### src/rtl/dmux4_pkg.sv
// Shared types and helpers for the 4-way dispatch sequencer.
package dmux4_pkg;
  localparam int NUM_CH = 4;
  localparam int SEL_W  = 2;

  typedef enum logic {IDLE, HOLD} state_e;

  function automatic logic [SEL_W-1:0] rr_next(input logic [SEL_W-1:0] ptr);
    return ptr + 2'd1;
  endfunction
endpackage

### src/rtl/rr_pick4.sv
// Combinational round-robin picker: first preferred sink from ptr, else first eligible.
module rr_pick4
  import dmux4_pkg::*;
(
  input  logic [SEL_W-1:0]  ptr,
  input  logic [NUM_CH-1:0] eligible,
  input  logic [NUM_CH-1:0] preferred,
  output logic [SEL_W-1:0]  pick,
  output logic              found
);

  logic [SEL_W-1:0] p_pick, e_pick, idx;
  logic             p_found, e_found;

  always_comb begin
    p_pick  = ptr;
    e_pick  = ptr;
    p_found = 1'b0;
    e_found = 1'b0;
    idx     = ptr;
    for (int k = 0; k < NUM_CH; k++) begin
      idx = ptr + SEL_W'(k);
      if (!p_found && preferred[idx]) begin
        p_pick  = idx;
        p_found = 1'b1;
      end
      if (!e_found && eligible[idx]) begin
        e_pick  = idx;
        e_found = 1'b1;
      end
    end
  end

  assign pick  = p_found ? p_pick : e_pick;
  assign found = p_found | e_found;

endmodule

### src/rtl/dmux4_dispatch_ctrl.sv
// One-word holding register dispatching round-robin to four sinks.
// Optional per-sink delivery counters under DMUX4_STATS_EN.
module dmux4_dispatch_ctrl
  import dmux4_pkg::*;
#(
  parameter int WIDTH = 16,
  parameter int CNT_W = 8
) (
  input  logic                clk,
  input  logic                reset,
  input  logic [NUM_CH-1:0]   ch_en,
  input  logic                in_valid,
  output logic                in_ready,
  input  logic [WIDTH-1:0]    in_data,
  output logic [NUM_CH-1:0]   out_valid,
  input  logic [NUM_CH-1:0]   out_ready,
  output logic [WIDTH-1:0]    out_data,
  output logic [SEL_W-1:0]    out_sel
`ifdef DMUX4_STATS_EN
  , output logic [NUM_CH*CNT_W-1:0] dlv_cnt
`endif
);

  state_e           state_q, state_d;
  logic [SEL_W-1:0] ptr_q, ptr_d, sel_q, sel_d;
  logic [WIDTH-1:0] data_q, data_d;
  logic [SEL_W-1:0] pick_ptr, pick;
  logic             pick_found;
  logic             deliver, accept;

  assign out_valid = (state_q == HOLD) ? (NUM_CH'(1) << sel_q) : '0;
  assign out_data  = data_q;
  assign out_sel   = sel_q;

  assign deliver  = (state_q == HOLD) & out_ready[sel_q];
  // pick_found is exactly |ch_en, so a word is only taken when a sink exists
  assign in_ready = ((state_q == IDLE) | deliver) & pick_found;
  assign accept   = in_valid & in_ready;

  // Back-to-back accept searches from the sink after the one just served
  assign pick_ptr = deliver ? rr_next(sel_q) : ptr_q;

  rr_pick4 u_pick (
    .ptr       (pick_ptr),
    .eligible  (ch_en),
    .preferred (ch_en & out_ready),
    .pick      (pick),
    .found     (pick_found)
  );

  always_comb begin
    state_d = state_q;
    ptr_d   = ptr_q;
    sel_d   = sel_q;
    data_d  = data_q;
    if (deliver) begin
      ptr_d   = rr_next(sel_q);
      state_d = IDLE;
    end
    if (accept) begin
      state_d = HOLD;
      sel_d   = pick;
      data_d  = in_data;
    end
  end

  always_ff @(posedge clk) begin
    if (reset) begin
      state_q <= IDLE;
      ptr_q   <= '0;
      sel_q   <= '0;
      data_q  <= '0;
    end else begin
      state_q <= state_d;
      ptr_q   <= ptr_d;
      sel_q   <= sel_d;
      data_q  <= data_d;
    end
  end

`ifdef DMUX4_STATS_EN
  logic [NUM_CH-1:0][CNT_W-1:0] cnt_q;

  always_ff @(posedge clk) begin
    if (reset) begin
      cnt_q <= '0;
    end else if (deliver && (cnt_q[sel_q] != {CNT_W{1'b1}})) begin
      cnt_q[sel_q] <= cnt_q[sel_q] + 1'b1;
    end
  end

  assign dlv_cnt = cnt_q;
`else
  logic [CNT_W-1:0] unused_cnt_w;
  assign unused_cnt_w = '0;
`endif

endmodule
### config.mk
export PLATFORM = sky130hd
export DESIGN_NAME = dmux4_dispatch_ctrl
export DESIGN_NICKNAME = d
export VERILOG_FILES = /design/src/rtl/dmux4_pkg.sv /design/src/rtl/rr_pick4.sv /design/src/rtl/dmux4_dispatch_ctrl.sv
export SDC_FILE = /design/constraint.sdc
export NUM_CORES = 1
export LEC_CHECK = 0
export ABC_AREA = 1
export ABC_CLOCK_PERIOD_IN_PS = 2670
export BUFFER_PORTS_ARGS = -buffer_cell sky130_fd_sc_hd__buf_4
export CELL_PAD_IN_SITES_DETAIL_PLACEMENT = 1
export CELL_PAD_IN_SITES_GLOBAL_PLACEMENT = 1
export CORE_ASPECT_RATIO = 0.9
export CORE_UTILIZATION = 32
export DETAILED_ROUTE_END_ITERATION = 6
export PLACE_DENSITY = 0.83
export SLEW_MARGIN = 20
export SYNTH_ARGS = -nofsm -noshare
export SYNTH_HDL_FRONTEND = slang
export SYNTH_HIERARCHICAL = 1
export SYNTH_SLANG_ARGS = --single-unit
### constraint.sdc
create_clock -name clk -period 2.67 [get_ports clk]
set_input_delay 0.267 -clock clk [delete_from_list [all_inputs] [get_ports clk]]
set_output_delay 0.267 -clock clk [all_outputs]
set_load 0.05 [all_outputs]
After elaboration in Yosys (flattened, before gate mapping):

Index checks and enable logic that the tools add are counted.

* flip-flop bits (word level): 21
* output and inout port bits: 23
* input bits: 27
* word-level logic and storage cells: 71

* order comparisons: 5
* shifts and indexed selects: 1
* add/subtract/negate cells: 4
* mux-type cells: 37
* reductions and logical operators: 13
* bitwise gates (word level): 7

Operator list (number)
* 1-bit two-way mux: 19
* 1-bit binary-select mux with 2-bit select: 9
* 2-bit two-way mux: 8
* 2-bit by 3-bit < comparator with 1-bit output, second input constant: 5
* 1-bit logical AND: 6
* 1-bit zero test: 6
* 2-bit by 1-bit adder with 2-bit output, second input constant: 2
* 2-bit adder, second input constant: 2
* 4-bit bitwise AND: 1
* 4-bit two-way mux: 1
* 1-bit by 2-bit << shifter with 4-bit output, first input constant: 1
* 1-bit bitwise AND: 3
* 1-bit bitwise OR: 2
* 2-bit nonzero test: 1
* 1-bit inverter: 1

Logic depth before layout (Yosys ltp):

* depth after elaboration: 20
* depth in mapped cells: 27
* mapped depth without buffers: 25

By module:

The synthesis kept the hierarchy.

Modules (own cells, without submodules)
* dmux4_dispatch_ctrl: area each 1270.0 sq um, cells each 200, instances 1, seq. area each 420.4 sq um
* rr_pick4: area each 629.4 sq um, cells each 133, instances 1, seq. area each 0.0 sq um

Least setup slack after synthesis:

OpenSTA, ideal clock, no wires.

* path kind: register to output
* start point: register sel_q[1], in the netlist out_sel[1]
* end point: output in_ready
* required time: 2403 ps
* cell stages (with the launch flop): 21
* setup slack: -1386 ps
* arrival time: 3789 ps
* buffers on the path: 3
* path through: dfxtp_1 inv_1 nand3_2 nand2_2 nor2_1 nand2_1 o21ai_0 inv_1 buf_6 inv_6 nand2_2 nand2_2 nand2_1 nand2_1 a21oi_2 nand2_1 nor2_1 nand2_1 buf_2 buf_2 a21boi_0

* cells in the longest elaborated chain, start to end: 18
* elaborated cells on any way between the ends: 47
* those cells by class: add/sub (4); mux (27); bitwise (4); reduce/logical (12)

RTL lines
* start, declared: line dmux4_dispatch_ctrl.sv:25 `logic [SEL_W-1:0] ptr_q, ptr_d, sel_q, sel_d;`
* start signal, assigned: line dmux4_dispatch_ctrl.sv:76 `sel_q <= sel_d;`
* 1-bit binary-select mux with 2-bit select (*): line dmux4_dispatch_ctrl.sv:35 `assign deliver = (state_q == HOLD) & out_ready[sel_q];`
* 1-bit two-way mux (implied by the code) (*): line dmux4_dispatch_ctrl.sv:35
* 1-bit bitwise AND (*): line dmux4_dispatch_ctrl.sv:35
* 2-bit two-way mux (*)
* named net pick_ptr[0]: line dmux4_dispatch_ctrl.sv:27 `logic [SEL_W-1:0] pick_ptr, pick;`
* branches (longest 12 deep; another with 2-bit by 1-bit adder with 2-bit output)
* 1-bit bitwise OR (*): line rr_pick4.sv:35 `assign found = p_found | e_found;`
* named net pick_found: line dmux4_dispatch_ctrl.sv:28 `logic pick_found;`
* 1-bit bitwise AND (*): line dmux4_dispatch_ctrl.sv:37 `assign in_ready = ((state_q == IDLE) | deliver) & pick_found;`
* end, declared: line dmux4_dispatch_ctrl.sv:13 `output logic in_ready,`

Mark *: on every way through the listed nets, which the timed path passes. The select of a mux whose other input is x is not followed.

Worst setup path in the final report:

* start point: register sel_q[0], in the netlist out_sel[0]
* end point: output in_ready

* cells in the longest elaborated chain, start to end: 18
* elaborated cells on any way between the ends: 47
* those cells by class: add/sub (4); mux (27); bitwise (4); reduce/logical (12)

RTL lines (line)
* 1-bit binary-select mux with 2-bit select: dmux4_dispatch_ctrl.sv:35
* 1-bit two-way mux (implied by the code): dmux4_dispatch_ctrl.sv:35
* 1-bit bitwise AND: dmux4_dispatch_ctrl.sv:35
* 2-bit two-way mux (*)
* named net pick_ptr[0]: dmux4_dispatch_ctrl.sv:27
* branches (longest 12 deep; another with 2-bit by 1-bit adder with 2-bit output)
* 1-bit bitwise OR (*): rr_pick4.sv:35
* named net pick_found: dmux4_dispatch_ctrl.sv:28
* 1-bit bitwise AND (*): dmux4_dispatch_ctrl.sv:37

Marks and branches as above.

==> results.sh <==
export IMPL_clockPowerShare_pct=6.4
export IMPL_yosysTopAreaCell="nand2_1"
export IMPL_end_kind="output port"
export IMPL_p_int_mw=1.57
export IMPL_finalWorstSetupSlack_ns=-0.274
export IMPL_synth_edf_count=0
export IMPL_grt_pass1_wl_mm=9.18
export IMPL_yosysUniqueCellTypes=27
export IMPL_dr_wl_met2_mm=3.90
export IMPL_combPwrFrac_pct=80.3
export IMPL_rows=26
export IMPL_status="finished, violations left"
export IMPL_wl_met1_mm=3.34
export IMPL_hold_viol=0
export IMPL_num_vias=2371
export IMPL_period_share_pct=110
export IMPL_postRouteAntennaNets=0
export IMPL_post_route_cell_area_um2=2920
export IMPL_portBuffers=49
export IMPL_synth_ff_type="dfxtp_1"
export IMPL_place_congestion=0.823
export IMPL_sw_frac_of_total_pct=53.7
export IMPL_p_leak_nw=1.75
export IMPL_antenna_cells=0
export IMPL_synth_area_um2=1900
export IMPL_core_um2=5690
export IMPL_regToRegStartpoint="out_sel[0]$_SDFFE_PP0P_"
export IMPL_drt_wl_total_mm=7.62
export IMPL_cts_tree="done"
export IMPL_slew_viol_final=0
export IMPL_fillers=764
export IMPL_synth_area_top_cells="nand2_1 (26%), dfxtp_1 (22%), inv_1 (16%)"
export IMPL_power_switching_mw=1.82
export IMPL_startpoint="out_sel[0]$_SDFFE_PP0P_"
export IMPL_clock_latency_ns=0.27
export IMPL_cp_max_fo=8
export IMPL_grt_total_usage_pct=17.8
export IMPL_min_from="reset"
export IMPL_regArea_um2=428
export IMPL_skew_ns=0.00312
export IMPL_wl_per_cell_um=15.5
export IMPL_start_util_pct=33.4
export IMPL_yosys_top_cells_count="nand2_1 (133), inv_1 (79), dfxtp_1 (21)"
export IMPL_async_reset_ff_share_pct=0
export IMPL_drive_gt1_share_pct=40.2
export IMPL_hold_ws_ns=0.171
export IMPL_top_layer="met4"
export IMPL_numCtsBuffers=3
export IMPL_fin_nets=452
export IMPL_slew_limit_headroom_pct=63.2
export IMPL_drt_iter0_markers=77
export IMPL_worstPathArrival_ns=2.68
export IMPL_multi_input_area_um2=1240
export IMPL_overflow=0
export IMPL_clk_path_buf_depth=2
export IMPL_synth_top_area_share_pct=26.3
export IMPL_path_clk_slew_ns=0.08
export IMPL_vdd_drop_max_v=0.000414
export IMPL_report_final_setup_viol=20
export IMPL_cp_required_ns=2.40
export IMPL_dp_slack_ns=-0.0934
export IMPL_die_area_um2=6250
export IMPL_dr_pass1_iters=6
export IMPL_ys_seq_elements=21
export IMPL_cts_sinks=21
export IMPL_drcViolationCount=0
export IMPL_synth_seq_area_share_pct=22.1
export IMPL_post_synth_top_count_cell="nand2_1"
export IMPL_wl_met3_um=256
export IMPL_cts_root_buffer="clkbuf_8"
export IMPL_die_y_um=75.1
export IMPL_power_density_nw_per_um2=1160
export IMPL_syn_to_final_growth_pct=53.5
export IMPL_finalCriticalPeriod_ns=2.94
export IMPL_place_hpwl_mm=4.12
export IMPL_max_freq_mhz=340
export IMPL_violations="negative setup slack"
export IMPL_viasPerCell=4.84
export IMPL_critPathKind="reg -> out"
export IMPL_tns_ns=-2.51
export IMPL_start_kind="flop"
export IMPL_synth_avg_cell_area_um2=5.70
export IMPL_cts_max_level=1
export IMPL_drv_cap=0
export IMPL_tightest_slew_ns=0.548
export IMPL_grt_antenna_before_repair=0
export IMPL_syn_inst=333
export IMPL_final_util_pct=51.2
export IMPL_rsz0062_at_grt="true"
export IMPL_grt_max_degree=21
export IMPL_syn_nets=364
export IMPL_hp_class="in -> reg"
export IMPL_sequentialPowerShare_pct=13.3
export IMPL_ys_warn_count=6
export IMPL_grt_pass1_vias=2034
export IMPL_ios=50
export IMPL_placed_area_um2=2360
export IMPL_die_w_um=83.2
cell type report:
| class | instances | share of cell area (%) |
|---|---|---|
| Timing Repair Buffer | 94 | 26.4 |
| Multi-Input combinational cell | 217 | 42.5 |
| Inverter | 83 | 11.5 |
| Tap cell | 70 | 3.00 |
| Sequential cell | 21 | 14.7 |
| Clock buffer | 4 | 1.55 |
| Timing Repair inverter | 1 | 0.300 |
metal layers:
metal	global-route usage, %	vias to the layer above
li1	-	1155
met1	23.6	1131
met2	32.1	68
met3	2.52	17
met4	1.72	0
met5	0	-
sequential cells by signal, indices dropped and copies added (netlist names):
name and count:
state_q 1, out_sel 2, out_data 16, ptr_q 2
power by group through the flow:
stage	sequential [mW]	combinational, mW	clock [mW]
floorplan	0.659	1.22	0
global placement	0.451	1.79	0
detailed placement	0.456	1.83	0
CTS	0.445	2.07	0.223
global route	0.459	2.92	0.236
finish	0.450	2.72	0.218
worst max-delay path, stage by stage (launching register included):
cell and delay [ns]:
dfxtp_4 0.38, inv_4 0.09, nand2_2 0.07, nand3_2 0.08, nand2_4 0.07, nor2_4 0.17, nand2_2 0.09, o21ai_4 0.09
clkinv_4 0.15, buf_6 0.17, nand2_1 0.09, nand2_1 0.10, nand2_2 0.09, nand2_2 0.07, inv_2 0.10, nand2_2 0.10
nor2_4 0.11, nand2_2 0.08, a21boi_4 0.14, buf_6 0.15
cell families after synthesis:
kind of cell	share of synthesized area [%]
AO/OA/AOI/OAI	2.50
flip-flops	22.1
AND/OR/NAND/NOR	49.5
adder cells (fa/ha/maj)	2.64
XOR/XNOR	0.922
buffers and inverters	22.3
layout by cell type (no fill, tap or decap):
master / count
nand2_1: 111
buf_4: 84
inv_1: 73
nand2_2: 22
nand4_1: 20
dfxtp_1: 19
nor2_1: 13
nand2_4: 10
nor2_2: 9
nand3_2: 8
buf_6: 7
nand3_1: 7
inv_2: 5
ha_1: 4
nand3_4: 3
clkbuf_8: 3
buf_12: 3
nor2_4: 2
clkinv_4: 2
o21ai_2: 2
dfxtp_4: 2
xor2_1: 2
a21oi_4: 2
inv_4: 1
o21ai_4: 1
a21boi_4: 1
clkinv_1: 1
clkbuf_1: 1
inv_6: 1
clkinv_8: 1
per-stage QoR:
step	power [mW]	cells
after floorplan	1.88	333
after global placement	2.24	449
after detailed placement	2.29	449
after CTS	2.74	467
after global routing	3.62	490
final	3.39	490
repair_timing:
item / in CTS / in global routing
hold buffers: 0 / 0
buffers inserted: 14 / 23
pin swaps: 12 / 29
gates resized for setup: 15 / 43
cloned: 0 / 1
setup endpoints to repair: 20 / 20
worst paths after layout:
check | end | slack [ns] | cells after the start
worst max-delay path | in_ready | -0.27 | 19
worst max register to register | out_sel[0]$_SDFFE_PP0P_ | -0.21 | 24
worst min-delay path | ptr_q[0]$_SDFF_PP0_ | 0.17 | 2
worst min register to register | out_data[0]$_SDFFE_PP0P_ | 0.51 | 4
Power figures use the tool's default switching activity.
